<file path="config.mk">
export PLATFORM = sky130hd
export DESIGN_NAME = onewire_master
export DESIGN_NICKNAME = d
export VERILOG_FILES = /design/src/rtl/onewire_pkg.sv /design/src/rtl/onewire_tick.sv /design/src/rtl/onewire_master.sv
export SDC_FILE = /design/constraint.sdc
export NUM_CORES = 1
export LEC_CHECK = 0
export ABC_AREA = 1
export BUFFER_PORTS_ARGS = -buffer_cell sky130_fd_sc_hd__clkbuf_2
export CAP_MARGIN = 40
export CORE_MARGIN = 1.5
export CORE_UTILIZATION = 25
export DETAILED_ROUTE_END_ITERATION = 7
export PLACE_DENSITY = 0.46
export SYNTH_ARGS = -nofsm -noshare
export SYNTH_HDL_FRONTEND = slang
export SYNTH_SLANG_ARGS = --single-unit
</file>
<file path="constraint.sdc">
create_clock -name C -period 5.2 [get_ports C]
set_input_delay 0.26 -clock C [delete_from_list [all_inputs] [get_ports C]]
set_output_delay 0.26 -clock C [all_outputs]
set_load 0.02 [all_outputs]
</file>
<file path="src/rtl/onewire_pkg.sv">
// onewire_pkg: shared definitions for the 1-Wire bit-level master.
// Holds the command codes, the FSM state encoding, the slot timing
// constants in microseconds, and helpers that map a command to its
// low / sample / end points.
package onewire_pkg;

  localparam logic [1:0] CMD_RESET  = 2'd0;
  localparam logic [1:0] CMD_WRITE0 = 2'd1;
  localparam logic [1:0] CMD_WRITE1 = 2'd2;
  localparam logic [1:0] CMD_READ   = 2'd3;

  typedef enum logic [1:0] {
    ST_IDLE    = 2'd0,
    ST_LOW     = 2'd1,
    ST_RELEASE = 2'd2,
    ST_DONE    = 2'd3
  } state_e;

  localparam logic [9:0] US_RST_LOW    = 10'd480;
  localparam logic [9:0] US_RST_SAMPLE = 10'd550;
  localparam logic [9:0] US_RST_END    = 10'd960;
  localparam logic [9:0] US_SHORT_LOW  = 10'd6;
  localparam logic [9:0] US_SAMPLE     = 10'd15;
  localparam logic [9:0] US_W0_LOW     = 10'd60;
  localparam logic [9:0] US_SLOT_END   = 10'd70;

  function automatic logic [9:0] low_us(input logic [1:0] cmd);
    case (cmd)
      CMD_RESET:  low_us = US_RST_LOW;
      CMD_WRITE0: low_us = US_W0_LOW;
      default:    low_us = US_SHORT_LOW;
    endcase
  endfunction

  // WRITE0 never samples; its value is unused.
  function automatic logic [9:0] sample_us(input logic [1:0] cmd);
    sample_us = (cmd == CMD_RESET) ? US_RST_SAMPLE : US_SAMPLE;
  endfunction

  function automatic logic [9:0] end_us(input logic [1:0] cmd);
    end_us = (cmd == CMD_RESET) ? US_RST_END : US_SLOT_END;
  endfunction

endpackage

</file>
<file path="src/rtl/onewire_tick.sv">
// onewire_tick: microsecond prescaler.
// Ports:
//   clk_i     - clock
//   rst_i     - synchronous active-high reset
//   restart_i - forces the count back to 0 on the next edge
//   tick_o    - high for the last cycle of each microsecond (count wraps)
module onewire_tick #(
  parameter int CLK_PER_US = 50
) (
  input  logic clk_i,
  input  logic rst_i,
  input  logic restart_i,
  output logic tick_o
);

  localparam logic [9:0] LAST = 10'(CLK_PER_US - 1);

  logic [9:0] cnt_q, cnt_d;

  assign tick_o = (cnt_q == LAST);

  always_comb begin
    cnt_d = cnt_q + 10'd1;
    if (restart_i || tick_o) cnt_d = '0;
  end

  always_ff @(posedge clk_i) begin
    if (rst_i) cnt_q <= '0;
    else       cnt_q <= cnt_d;
  end

endmodule

</file>
<file path="src/rtl/onewire_master.sv">
// onewire_master: bit-level 1-Wire master driving an open-drain pad buffer.
// Ports:
//   C, R                 - clock, synchronous active-high reset
//   CMD_VALID/READY, CMD - single-slot command handshake (RESET/WRITE0/WRITE1/READ)
//   RSP_VALID            - one-cycle pulse at the end of each slot
//   RSP_BIT, PRESENCE    - sampled bit (READ/WRITE1), presence (RESET)
//   PAD_I, PAD_T, PAD_O  - tri-state buffer pins; PAD_T=0 pulls the line low
//
// state      | meaning
// -----------+---------------------------------------------------
// ST_IDLE    | line released, ready for a command
// ST_LOW     | line pulled low for the command's low duration
// ST_RELEASE | line released, sample at sample point, wait slot end
// ST_DONE    | RSP_VALID pulse, back to idle next cycle
module onewire_master
  import onewire_pkg::*;
#(
  parameter int CLK_PER_US = 50
) (
  input  logic       C,
  input  logic       R,
  input  logic       CMD_VALID,
  output logic       CMD_READY,
  input  logic [1:0] CMD,
  output logic       RSP_VALID,
  output logic       RSP_BIT,
  output logic       PRESENCE,
  output logic       PAD_I,
  output logic       PAD_T,
  input  logic       PAD_O
);

  state_e     state_q;
  logic [1:0] cmd_q;
  logic [9:0] us_q;
  logic [1:0] sync_q;
  logic       pad_t_q, cmd_ready_q, rsp_valid_q, rsp_bit_q, presence_q;
  logic       tick, accept;

  assign accept = (state_q == ST_IDLE) && CMD_VALID;

  onewire_tick #(.CLK_PER_US(CLK_PER_US)) u_tick (
    .clk_i    (C),
    .rst_i    (R),
    .restart_i(accept),
    .tick_o   (tick)
  );

  always_ff @(posedge C) begin
    if (R) begin
      state_q     <= ST_IDLE;
      cmd_q       <= CMD_RESET;
      us_q        <= '0;
      sync_q      <= 2'b11;
      pad_t_q     <= 1'b1;
      cmd_ready_q <= 1'b1;
      rsp_valid_q <= 1'b0;
      rsp_bit_q   <= 1'b0;
      presence_q  <= 1'b0;
    end else begin
      sync_q      <= {sync_q[0], PAD_O};
      rsp_valid_q <= 1'b0;
      case (state_q)
        ST_IDLE: begin
          pad_t_q <= 1'b1;
          if (accept) begin
            cmd_q       <= CMD;
            us_q        <= '0;
            cmd_ready_q <= 1'b0;
            state_q     <= ST_LOW;
          end
        end
        ST_LOW: begin
          if (tick) us_q <= us_q + 10'd1;
          // us_q reaches the low duration exactly low*CLK_PER_US cycles
          // after acceptance, so the release lands one edge later.
          if (us_q >= low_us(cmd_q)) begin
            pad_t_q <= 1'b1;
            state_q <= ST_RELEASE;
          end else begin
            pad_t_q <= 1'b0;
          end
        end
        ST_RELEASE: begin
          pad_t_q <= 1'b1;
          if (tick) us_q <= us_q + 10'd1;
          // Sample on the edge where the us count steps onto the sample point.
          if (tick && (us_q + 10'd1 == sample_us(cmd_q)) && (cmd_q != CMD_WRITE0)) begin
            if (cmd_q == CMD_RESET) presence_q <= ~sync_q[1];
            else                    rsp_bit_q  <= sync_q[1];
          end
          if (us_q == end_us(cmd_q)) begin
            rsp_valid_q <= 1'b1;
            state_q     <= ST_DONE;
            if ((cmd_q == CMD_RESET) || (cmd_q == CMD_WRITE0)) rsp_bit_q <= 1'b0;
          end
        end
        ST_DONE: begin
          pad_t_q     <= 1'b1;
          cmd_ready_q <= 1'b1;
          state_q     <= ST_IDLE;
        end
        default: state_q <= ST_IDLE;
      endcase
    end
  end

  assign CMD_READY = cmd_ready_q;
  assign RSP_VALID = rsp_valid_q;
  assign RSP_BIT   = rsp_bit_q;
  assign PRESENCE  = presence_q;
  assign PAD_I     = 1'b0;
  assign PAD_T     = pad_t_q;

endmodule
</file>
Word-level counts from Yosys, hierarchy flattened
Cells that the tools add are included.
Word-level totals
  flip-flop bits (word level): 31
  input bits: 6
  output and inout bits: 6
  word-level logic and storage cells: 66
Cells by class
  add/sub/neg operators: 2
  order comparisons: 1
  equal/unequal tests: 12
  muxes and demuxes: 21
  bitwise gates (word level): 2
  reduce and logical (&&, ||, !) cells: 18
Operator list (number)
  10-bit 2-to-1 mux: 6
  10-bit by 1-bit adder with 10-bit output, second input constant: 2
  10-bit == test: 2
  10-bit case mux with 2 select lines: 1
  9-bit case mux with 2 select lines: 1
  10-bit by 6-bit == test with 1-bit output, second input constant: 1
  10-bit greater-or-equal comparator: 1
  3-bit AND reduction: 3
  2-bit case mux with 4 select lines: 1
  1-bit 2-to-1 mux: 7
  2-bit 2-to-1 mux: 3
  2-bit by 1-bit != test with 1-bit output, second input constant: 3
  2-bit OR reduction: 3
  2-bit by 1-bit == test with 1-bit output, second input constant: 2
  2-bit == test, second input constant: 2
  2-bit zero test: 2
  2-bit != test, second input constant: 2
  1-bit case mux with 2 select lines: 2
  2-bit AND reduction: 2
  2-bit nonzero test: 2
  1-bit logical AND: 3
  3-bit OR reduction: 1
  1-bit logical OR: 2
  1-bit NOT: 2

Logic depth before layout (Yosys ltp)
Gate-level depths: netlist of the first run.
  word-level depth: 8
  depth in mapped cells: 12

By module
Synthesis of the first run repeated with hierarchy kept, for this count alone.
Second synthesis, totals
  cell total of the unflattened synthesis: 279
  area total of the unflattened synthesis: 1958.1 um^2
By module, submodules not included
  onewire_master: times used 1, cells an instance 212, area an instance 1460.2 um^2
  onewire_tick: times used 1, cells an instance 67, area an instance 498.0 um^2

Least setup slack after synthesis of the first run
Ideal clock, no wire load.
  path type: register -> register
  start point: register cmd_q[0]
  end point: register state_q[0]
  library setup time: 112 ps
  data arrival time: 1629 ps
  path slack: 3460 ps
  stages on the path, launching flop included: 12
  path buffers: 1
  period minus slack after synthesis: 1740 ps
  cells stage by stage: dfxtp_1 or2_1 buf_6 ha_1 a21oi_1 o21ai_0 a21oi_1 nand4_1 nand2_1 nor2_1 nor2_1 nor2_1
Between the ends
  longest elaborated chain between the ends: 7
Ends and longest elaborated chain
  start: declaration: line onewire_master.sv:34  | logic [1:0] cmd_q;
  start signal: assignment: line onewire_master.sv:52  | cmd_q <= CMD_RESET;
  start signal: assignment: line onewire_master.sv:67  | cmd_q <= CMD;
  2-bit by 1-bit == test with 1-bit output or 2-bit zero test (tied branches): line onewire_pkg.sv:28, onewire_pkg.sv:41
  9-bit case mux with 2 select lines: line onewire_pkg.sv:28  | case (cmd)
  10-bit 2-to-1 mux: line onewire_master.sv:63  | case (state_q)
  10-bit 2-to-1 mux: line onewire_master.sv:50  | if (R) begin
  10-bit greater-or-equal comparator: line onewire_master.sv:77  | if (us_q >= low_us(cmd_q)) begin
  2-bit != test (no line)
  3-bit AND reduction (no line) (*)
  end signal: assignment: line onewire_master.sv:51  | state_q <= ST_IDLE;
  end signal: assignment: line onewire_master.sv:79  | state_q <= ST_RELEASE;
  end signal: assignment: line onewire_master.sv:94  | state_q <= ST_DONE;
  end: declaration: line onewire_master.sv:33  | state_e state_q;
Every way passes the cells marked *; elsewhere a longest branch is shown, timed or not. The select of a mux whose other input is x is not followed.
A chain may end at the register's enable or synchronous reset.

Worst setup path after layout of the first run
  start point: register cmd_q[1]
  end point: register state_q[0]
The elaborated chain is that of the path after synthesis.

==> summary by stage, run 1 <==
Outcome
The run finished with clean final reports.

Global routing
The overall routing resource usage is 0.114. The initial antenna violation count is 0. Entering global routing, the biggest net connects 16 pins. The first global-routing pass estimated 7500 um of wire. The via count of the first global-routing pass is 1621. Summed over all layers, the global routing overflow is 0.

Logic synthesis
Summing every instance area after synthesis gives 1900 um^2. When the netlist entered floorplanning its net count stood at 291. The number of register bits inferred by synthesis is 31. The share of the Yosys chip area taken by registers is 0.326.

The synthesized netlist contains 36 unique library cells. The post-synthesis instance total is 269. During synthesis, Yosys emitted a total of 0 warnings. In this run the mean area of a mapped cell was 7.08 um^2.

Finish
In the final design database the tool counted 303 nets. The area growth from synthesis to layout is 13.7%. Once layout is done, the placed cells without fillers occupy 2160 um^2.

The share of post-route cells with drive strength above 1 is 0.131. The library cells used most frequently in the layout, excluding fill and tap cells, are nand2_1, dfxtp_1, inv_1, nor2_1, a21oi_1. The antenna diode count is 0. Leaving out fill and tap cells, the most frequent cell in the layout is nand2_1.

Worst setup path
In this design, the critical path's most frequently occurring cell is nor2_1. On the critical path, the stage with the largest delay is an instance of dfxtp_1. The nature of the critical path startpoint is a register. The terminus of the critical flop-to-flop path is state_q[0]. The register-to-register setup slack is 3.07 ns. Walking the worst path, the cells encountered are or2_1, inv_1, ha_1, nand4_1, nor3_1, nand3_1, nand2_1, inv_1, nor2_1, nor2_1, nor2_1. In this run the critical register-to-register path is launched from cmd_q[1]. The kind of capture point of the worst setup path is a register. The worst stage delay on the critical path is 0.37 ns. Along the worst path, the maximum fanout reaches 7.

The critical path is of the register to register type. The required time of the critical path is 5.42 ns. Measured in cells, the most critical reg-to-reg path has a length of 11. The critical path data arrival time is 2.34 ns.

Job
The max-capacitance violation count is 0.

Die
The starting density of the core is 0.261. The placeable core region is 7290 um^2. The die covers 8150 um^2.

The die is 90.3 um tall. From left edge to right edge, the die measures 90.3 um. The count of standard-cell rows is 31. For this design the top-level I/O count stands at 12.

Min path
The sink of the worst hold path is sync_q[0]. The worst min-delay path class is primary input to register. Counting instances, the worst hold path has a depth of 2. The worst min-delay path startpoint is PAD_O.

Power and ir drop
For this design the ratio of total power to cell area is 371 nW/um^2. The share of total power dissipated in the clock network is 0.311. Cell internal power was estimated by the tool at 0.500 mW. For this design the total switching power over the nets is 0.303 mW.

Of the total power, registers draw 0.356. The switching part of the total is 0.377. The worst-case IR drop observed on VDD is 0.000135 V.

The analysis attributes to cell leakage a power of 0.862 nW. Of the total power, combinational logic draws 0.333.

Drt
The number of remaining DRC errors is 0. Dividing the detail-routed wire length by the instance count gives 11.4 um. Before antenna repair, the detailed router went through 4 iterations. After detailed routing, the number of vias per cell comes to 4.34. The number of DRC markers after the initial detailed-route iteration is 80. The final wirelength is 4340 um. For this block, the via count after detailed routing is 1655. Once detail routing completed, the nets flagged for antenna violations numbered 0.

Place
At the end of routability-driven placement, the weighted congestion stood at 0.766. The number of buffer cells added on primary ports is 10. The sum of net half-perimeters after detailed placement is 3360 um. The post-place instance area is 2050 um^2.

Clock network
For this design, the sink count on the clock tree is 31. The post-CTS setup buffer count is 0. The clock root buffer is clkbuf_8. Clock-pin slew was measured on the worst setup and hold paths at 0.07 ns.

For the worst-skew pair, the clock arrives at the later sink with an insertion delay of 0.28 ns. In this run the deepest clock path goes through 2 buffers. The count of hold buffers inserted by post-cts repair is 0. Gates resized during post-CTS repair numbered 0. The H-tree generated during clock tree synthesis spans 2 levels. TritonCTS built the clock tree. Buffers inserted during clock tree synthesis total 5.

STA
The count of endpoints failing hold in the final timing report came to 0. After routing, the total negative slack on setup checks comes to 0 ns. The worst path in the final design needs a cycle of 2.13 ns, including I/O delays and setup. The count of final max-slew check failures is 0. In the finished design, the share of the clock period the worst path needs comes to 0.409. Across the routed clock network, the largest skew measured is 0.00586 ns. Setup violations remaining at the end of the flow were counted as 0. Setup repair after global routing left no endpoint under its margin. The maximum frequency from static timing analysis is 470 MHz.
==> power groups by stage <==
stage	Clock, mW	Sequential [mW]	Combinational [mW]
5_1_grt	0.268	0.288	0.312
4_1_cts	0.260	0.285	0.273
3_3_place_gp	0	0.290	0.272
2_1_floorplan	0	0.289	0.212
3_5_place_dp	0	0.291	0.272
6_report	0.250	0.286	0.267
==> cell families after synthesis <==
logic type               count (synthesis)  share of synthesized area
AO/OA/AOI/OAI                           39                      0.120
AND/OR/NAND/NOR                        143                      0.352
flip-flops                              31                      0.326
other                                    1                    0.00197
XOR/XNOR                                 2                    0.00920
adder cells (fa/ha/maj)                 16                      0.105
buffers and inverters                   37                     0.0861
==> synthesized netlist by cell type <==
library cell  instances  area [um^2]
nand2_1              64          240
nor2_1               27          101
a21oi_1              22          110
o31ai_4               1         21.3
xor2_1                2         17.5
or2_2                 4         25.0
a21oi_2               1         8.76
o21ai_0               9         45.0
a221o_1               1         10.0
nand3_4               1         17.5
o21ai_1               1         5.00
o21bai_1              1         7.51
inv_2                 1         3.75
nand4_1              10         62.6
a31oi_1               2         12.5
buf_2                 1         5.00
nor4_1                1         6.26
clkbuf_1              2         7.51
clkinv_1              1         3.75
nor2_4                1         11.3
nand3b_1              2         15.0
clkinv_8              1         16.3
o21ai_2               1         8.76
buf_4                 1         7.51
or2_1                 1         6.26
nand3_1              18         90.1
nor3_1                5         25.0
ha_1                 16          200
nand2_2               2         12.5
dfxtp_1              31          621
nor2_2                3         18.8
buf_6                 1         11.3
nand3_2               3         30.0
inv_1                29          109
nor3b_1               1         7.51
conb_1                1         3.75
==> metal layers <==
metal,GRT usage,part of all wire,up-vias
met5,0,0,-
met2,0.193,0.46,14
met4,0.0384,0.0078,0
met1,0.141,0.51,729
li1,-,-,908
met3,0.0261,0.023,4
==> layout make-up <==
class / instances / area, um^2
Clock buffer: 6 / 82.6
Clock inverter: 2 / 35.0
Fill cell: 818 / 5130
Inverter: 32 / 133
Multi-Input combinational cell: 201 / 1120
Sequential cell: 31 / 621
Tap cell: 99 / 124
Timing Repair Buffer: 10 / 50.0
==> worst max-delay path: cells and delay by family, from the launching register on <==
| kind | cells | cell delay [ns] |
|---|---|---|
| fa+ha+maj | 1 | 0.32 |
| buf+inv | 2 | 0.23 |
| flops | 1 | 0.37 |
| simple gates | 8 | 1.14 |
==> how the worst max path moves through the flow <==
stage / start / endpoint / depth (start not counted)
after detailed placement: state_q[0] / us_q[7] / 10
after global placement: cmd_q[1] / state_q[0] / 11
final: cmd_q[1] / state_q[0] / 11
after floorplan: cmd_q[0] / state_q[0] / 11
after CTS: state_q[0] / us_q[7] / 10
after global routing: state_q[0] / us_q[7] / 10
==> metrics by stage <==
step / power, mW / utilization / hold WS (ns) / instances / setup slack, ns
detailed placement: 0.563 / 0.281 / 0.395 / 373 / 3.05
global placement: 0.562 / 0.281 / 0.394 / 373 / 3.06
floorplan: 0.501 / - / 0.337 / 269 / 3.46
finish: 0.803 / 0.297 / 0.158 / 381 / 3.07
CTS: 0.818 / 0.297 / 0.148 / 381 / 3.03
global route: 0.869 / 0.297 / 0.169 / 381 / 2.84
==> sequential cells by signal, indices dropped and copies added (netlist names) <==
register and cells:
cmd_q 2, RSP_BIT 1, sync_q 2, RSP_VALID 1, PRESENCE 1, us_q 10
state_q 2, CMD_READY 1, u_tick.cnt_q 10, PAD_T 1
Note: power is estimated with default switching activity, not from simulation.
==> run 2: changes to the inputs <==
ABC_AREA = 0   (was 1)
PLACE_DENSITY = 0.47   (was 0.46)
clock period = 1.8 ns   (was 5.2 ns; I/O delays follow)
==> run 2 against run 1 <==
  * Sequential power grew to 2.8 times the previous value
  * Final cell count grew 5.0%
  * Clock skew is essentially flat
  * Core utilization grew 9.1 points
  * Area after synthesis shrank 1.8%
  * Largest power group is now combinational logic
  * The run now ends with setup timing left
  * Largest cell class unchanged
  * Wire length grew 13%
  * Fmax grew 4.0%
  * Sequential cell count is the same
==> summary by stage, run 2 <==
Finish
The area growth from synthesis to final layout is 50.4%. Leaving out fill and tap cells, the most frequent cells in the layout are buf_4, nand2_1, dfxtp_1, a21oi_1. The antenna diode count is 0 (unchanged). The filler-free cell count of the finished design was 400 (+5.0%).

The leading cell type in the layout, fill and taps excluded is buf_4. The largest registers in the layout are u_tick.cnt_q (10), us_q (10). The share of post-route cells with drive strength above 1 came to 0.392 (+0.261). The final non-filler cell area is 2810 um^2 (+30%).

The count of fill cells added during filler insertion is 749 (-8.4%). The number of nets at the end of the flow was 322 (+6.3%).

Die
The vertical die dimension is 89.5 um (-0.86%). The placeable core region is 7250 um^2 (-0.53%). The full die area is 8010 um^2 (-1.7%).

The die width is 89.5 um (-0.86%). The starting density of the core is 0.258 (-0.00326). The count of standard-cell rows came to 31 (unchanged). The number of top-level design ports is 12 (unchanged).

Clock network
The clock buffer count from CTS was 5 (unchanged). The maximum level of the CTS H-tree came to 2 (unchanged). TritonCTS built the clock tree. The maximum number of buffers from clock root to sink is 2 (unchanged). The total number of clock tree sinks is 31 (unchanged). The clock-pin slew on the worst setup and hold paths was 0.07 ns (about the same).

The clock root buffer is clkbuf_8. The clock insertion delay at the later pin of the skew report is 0.28 ns (about the same).

Drt
The number of DRC markers after the initial detailed-route iteration is 69 (-14%). The average via count per standard cell came to 4.55 (+4.7%). The first-pass iteration count of the detailed router is 4 (unchanged). The average detailed-routed wire length per instance is 12.3 um (+8.1%).

The residual antenna-violating net count after detailed routing is 0 (unchanged). The overall via count from detail_route is 1819 (+9.9%). The number of remaining DRC errors is 0 (unchanged).

The final wirelength came to 4930 um (+13%).

Global routing
The pin count of the biggest net entering global routing is 24 (+8). The initial antenna violation count is 0 (unchanged). The overall routing resource usage was 0.131 (+0.0170).

The total congestion overflow after global routing came to 0 (unchanged). The global-route wire length before repair is 8000 um (+6.6%). The via count of the first global-routing pass was 1693 (+4.4%).

Logic synthesis
The commonest register cell after synthesis is dfxtp_1. The post-synthesis instance area was 1870 um^2 (-1.8%). The count of unique library cells instantiated by Yosys came to 43 (+19%). Ranked by total cell area, the synthesized netlist is headed by dfxtp_1, ha_1, nand2_1, a21oi_1, nand3_1. The count of yosys warnings during synthesis was 0 (unchanged). The number of register bits inferred by synthesis was 31 (unchanged). dfxtp_1 takes more of the synthesized area than any other cell. The post-synthesis instance total came to 230 (-14%). The mean post-synth cell area was 8.13 um^2 (+15%).

The area share of the largest cell type after synthesis was 0.332 (+0.00589). The number of enable flip-flop cells after synthesis is 0 (unchanged). The commonest cells after synthesis are nand2_1, dfxtp_1, a21oi_1, ha_1.

The fraction of the yosys area taken by sequential cells is 0.332 (+0.00589). Yosys instantiated no cell more often than nand2_1. The async set or reset register ratio after synthesis is 0 (unchanged).

The number of nets in the synthesized netlist is 252 (-13%).

STA
The measured slew at the worst slew-check pin is 0.560 ns. The final clock period utilization by the worst path is 1.14 (+0.727). The minimum clock period is 2.04 ns (-0.0812 ns). The post-route setup TNS was -1.10 ns (-1.10 ns). The count of final max-slew check failures is 0 (unchanged). Setup repair after global routing could not meet its margin everywhere. The worst setup skew after layout is 0.00559 ns (-0.000272 ns). The number of setup violations in the final report was 14 (+14).

The final worst setup slack is -0.244 ns (-3.32 ns). Headroom to the max-slew limit came out at 0.625. The count of endpoints failing hold in the final timing report is 0 (unchanged).

The maximum frequency from static timing analysis came to 489 MHz (+4.0%). The worst hold-check slack came to 0.0578 ns (-0.0999 ns).

Place
The weighted congestion at the end of routability-driven global placement is 0.778 (+1.6%). The number of cells in the design after placement is 386 (+3.5%). The post-place instance area was 2490 um^2 (+22%). The sum of net half-perimeters after detailed placement is 3750 um (+11%). The number of buffer cells added on primary ports was 10 (unchanged).

Worst setup path
By startpoint and endpoint, the worst setup path is classified as register to register. The worst stage delay on the critical path was 0.56 ns (+0.19 ns). On the critical path the largest part of the delay comes from simple AND/OR/NAND/NOR gates. Traced cell by cell, the critical path runs through nor4_2, nand4b_1, or4_4, a2111oi_4, mux2_4, a21oi_2. The critical path data arrival time was 2.27 ns (-0.07 ns).

The worst setup path is captured at a register. The nature of the critical path startpoint is a register. On the critical path, the stage with the largest delay is an instance of or4_4.

The required time of the critical path came to 2.02 ns (-3.40 ns). The number of buffer and inverter instances along the worst setup path is 0 (-2). The largest driver fanout on the critical path is 2 (-5).

Job
The max-capacitance violation count is 0 (unchanged).

Outcome
The checks that failed: setup timing. The flow ran to the end, but the final reports show violations.

Power and ir drop
The leakage power total was 1.12 nW (+30%). The worst-case vdd ir drop is 0.000408 V (+200%). The areal power density over the cells was 1040 nW/um^2 (+180%).

Min path
The worst min-delay path class is primary input to register.
## run 2: changes by cell type after synthesis, moves of 6 or more
cell,previous run,this run
nand2_1,64,36
or3_1,0,8
nor2_1,27,14
inv_1,29,6
clkbuf_1,2,8
nand2b_1,0,7
## run 2: path summary, 6_finish.rpt
check                  startpoint        end  slack (ns)  cells after the start
setup / recovery  u_tick.cnt_q[9]    RSP_BIT       -0.24                      6
hold reg to reg         sync_q[0]  sync_q[1]        0.41                      1
setup reg to reg  u_tick.cnt_q[9]    RSP_BIT       -0.24                      6
hold / removal             CMD[1]   cmd_q[1]        0.06                      3
## run 2: area by class of cell
class	instances	area [um^2]	share of cell area
repair buffers	72	537	0.191
flip-flops and latches	31	636	0.226
well taps	99	124	0.0440
clock buffers	8	100	0.0356
multi-input cells	184	1390	0.495
inverters	6	25.0	0.00889
## run 2: logic make-up (layout without fill, tap and decap cells)
group                      Yosys count  in the layout  share of synthesized area
AOI/OAI and AO/OA                   42             42                      0.146
buffers and inverters               15             86                     0.0321
other                                1              1                    0.00200
adders and majority gates           16             16                      0.107
muxes                                5              5                     0.0281
xor gates and xnor gates             9              9                     0.0421
and+or+nand+nor                    111            111                      0.310
DFF                                 31             31                      0.332
## run 2: worst register-to-register path, delay by kind of cell, from the launching register on
kind             cells  cell delay (ns)
AO/OA/AOI/OAI        2             0.34
flip-flops           1             0.33
multiplexers         1             0.33
AND/OR/NAND/NOR      3             0.99
## run 2: routing by layer
metal,part of all wire,up-vias,GRT usage
li1,-,957,-
met1,0.49,841,0.167
met2,0.48,14,0.221
met3,0.018,7,0.0305
met4,0.0095,0,0.0364
met5,0,-,0
## run 2: timing repair
action,4_1_cts,5_1_grt
pin swaps,16,9
hold endpoints to repair,1,0
hold buffers,1,0
cloned,0,0
setup endpoints to repair,13,16
gates resized for setup,16,21
buffers inserted,1,4
## run 2: power by group
| part | internal (mW) | switching (mW) |
|---|---|---|
| clock network | 0.349 | 0.263 |
| logic | 0.736 | 0.770 |
| registers | 0.759 | 0.0455 |
| total | 1.84 | 1.08 |
## run 2: through the flow
stage,power (mW),utilization,setup slack [ns]
2_1_floorplan,1.52,-,-0.180
3_3_place_gp,2.07,0.343,-0.282
3_5_place_dp,2.08,0.343,-0.318
4_1_cts,2.82,0.372,-0.268
5_1_grt,3.15,0.388,-0.331
6_report,2.92,0.388,-0.244
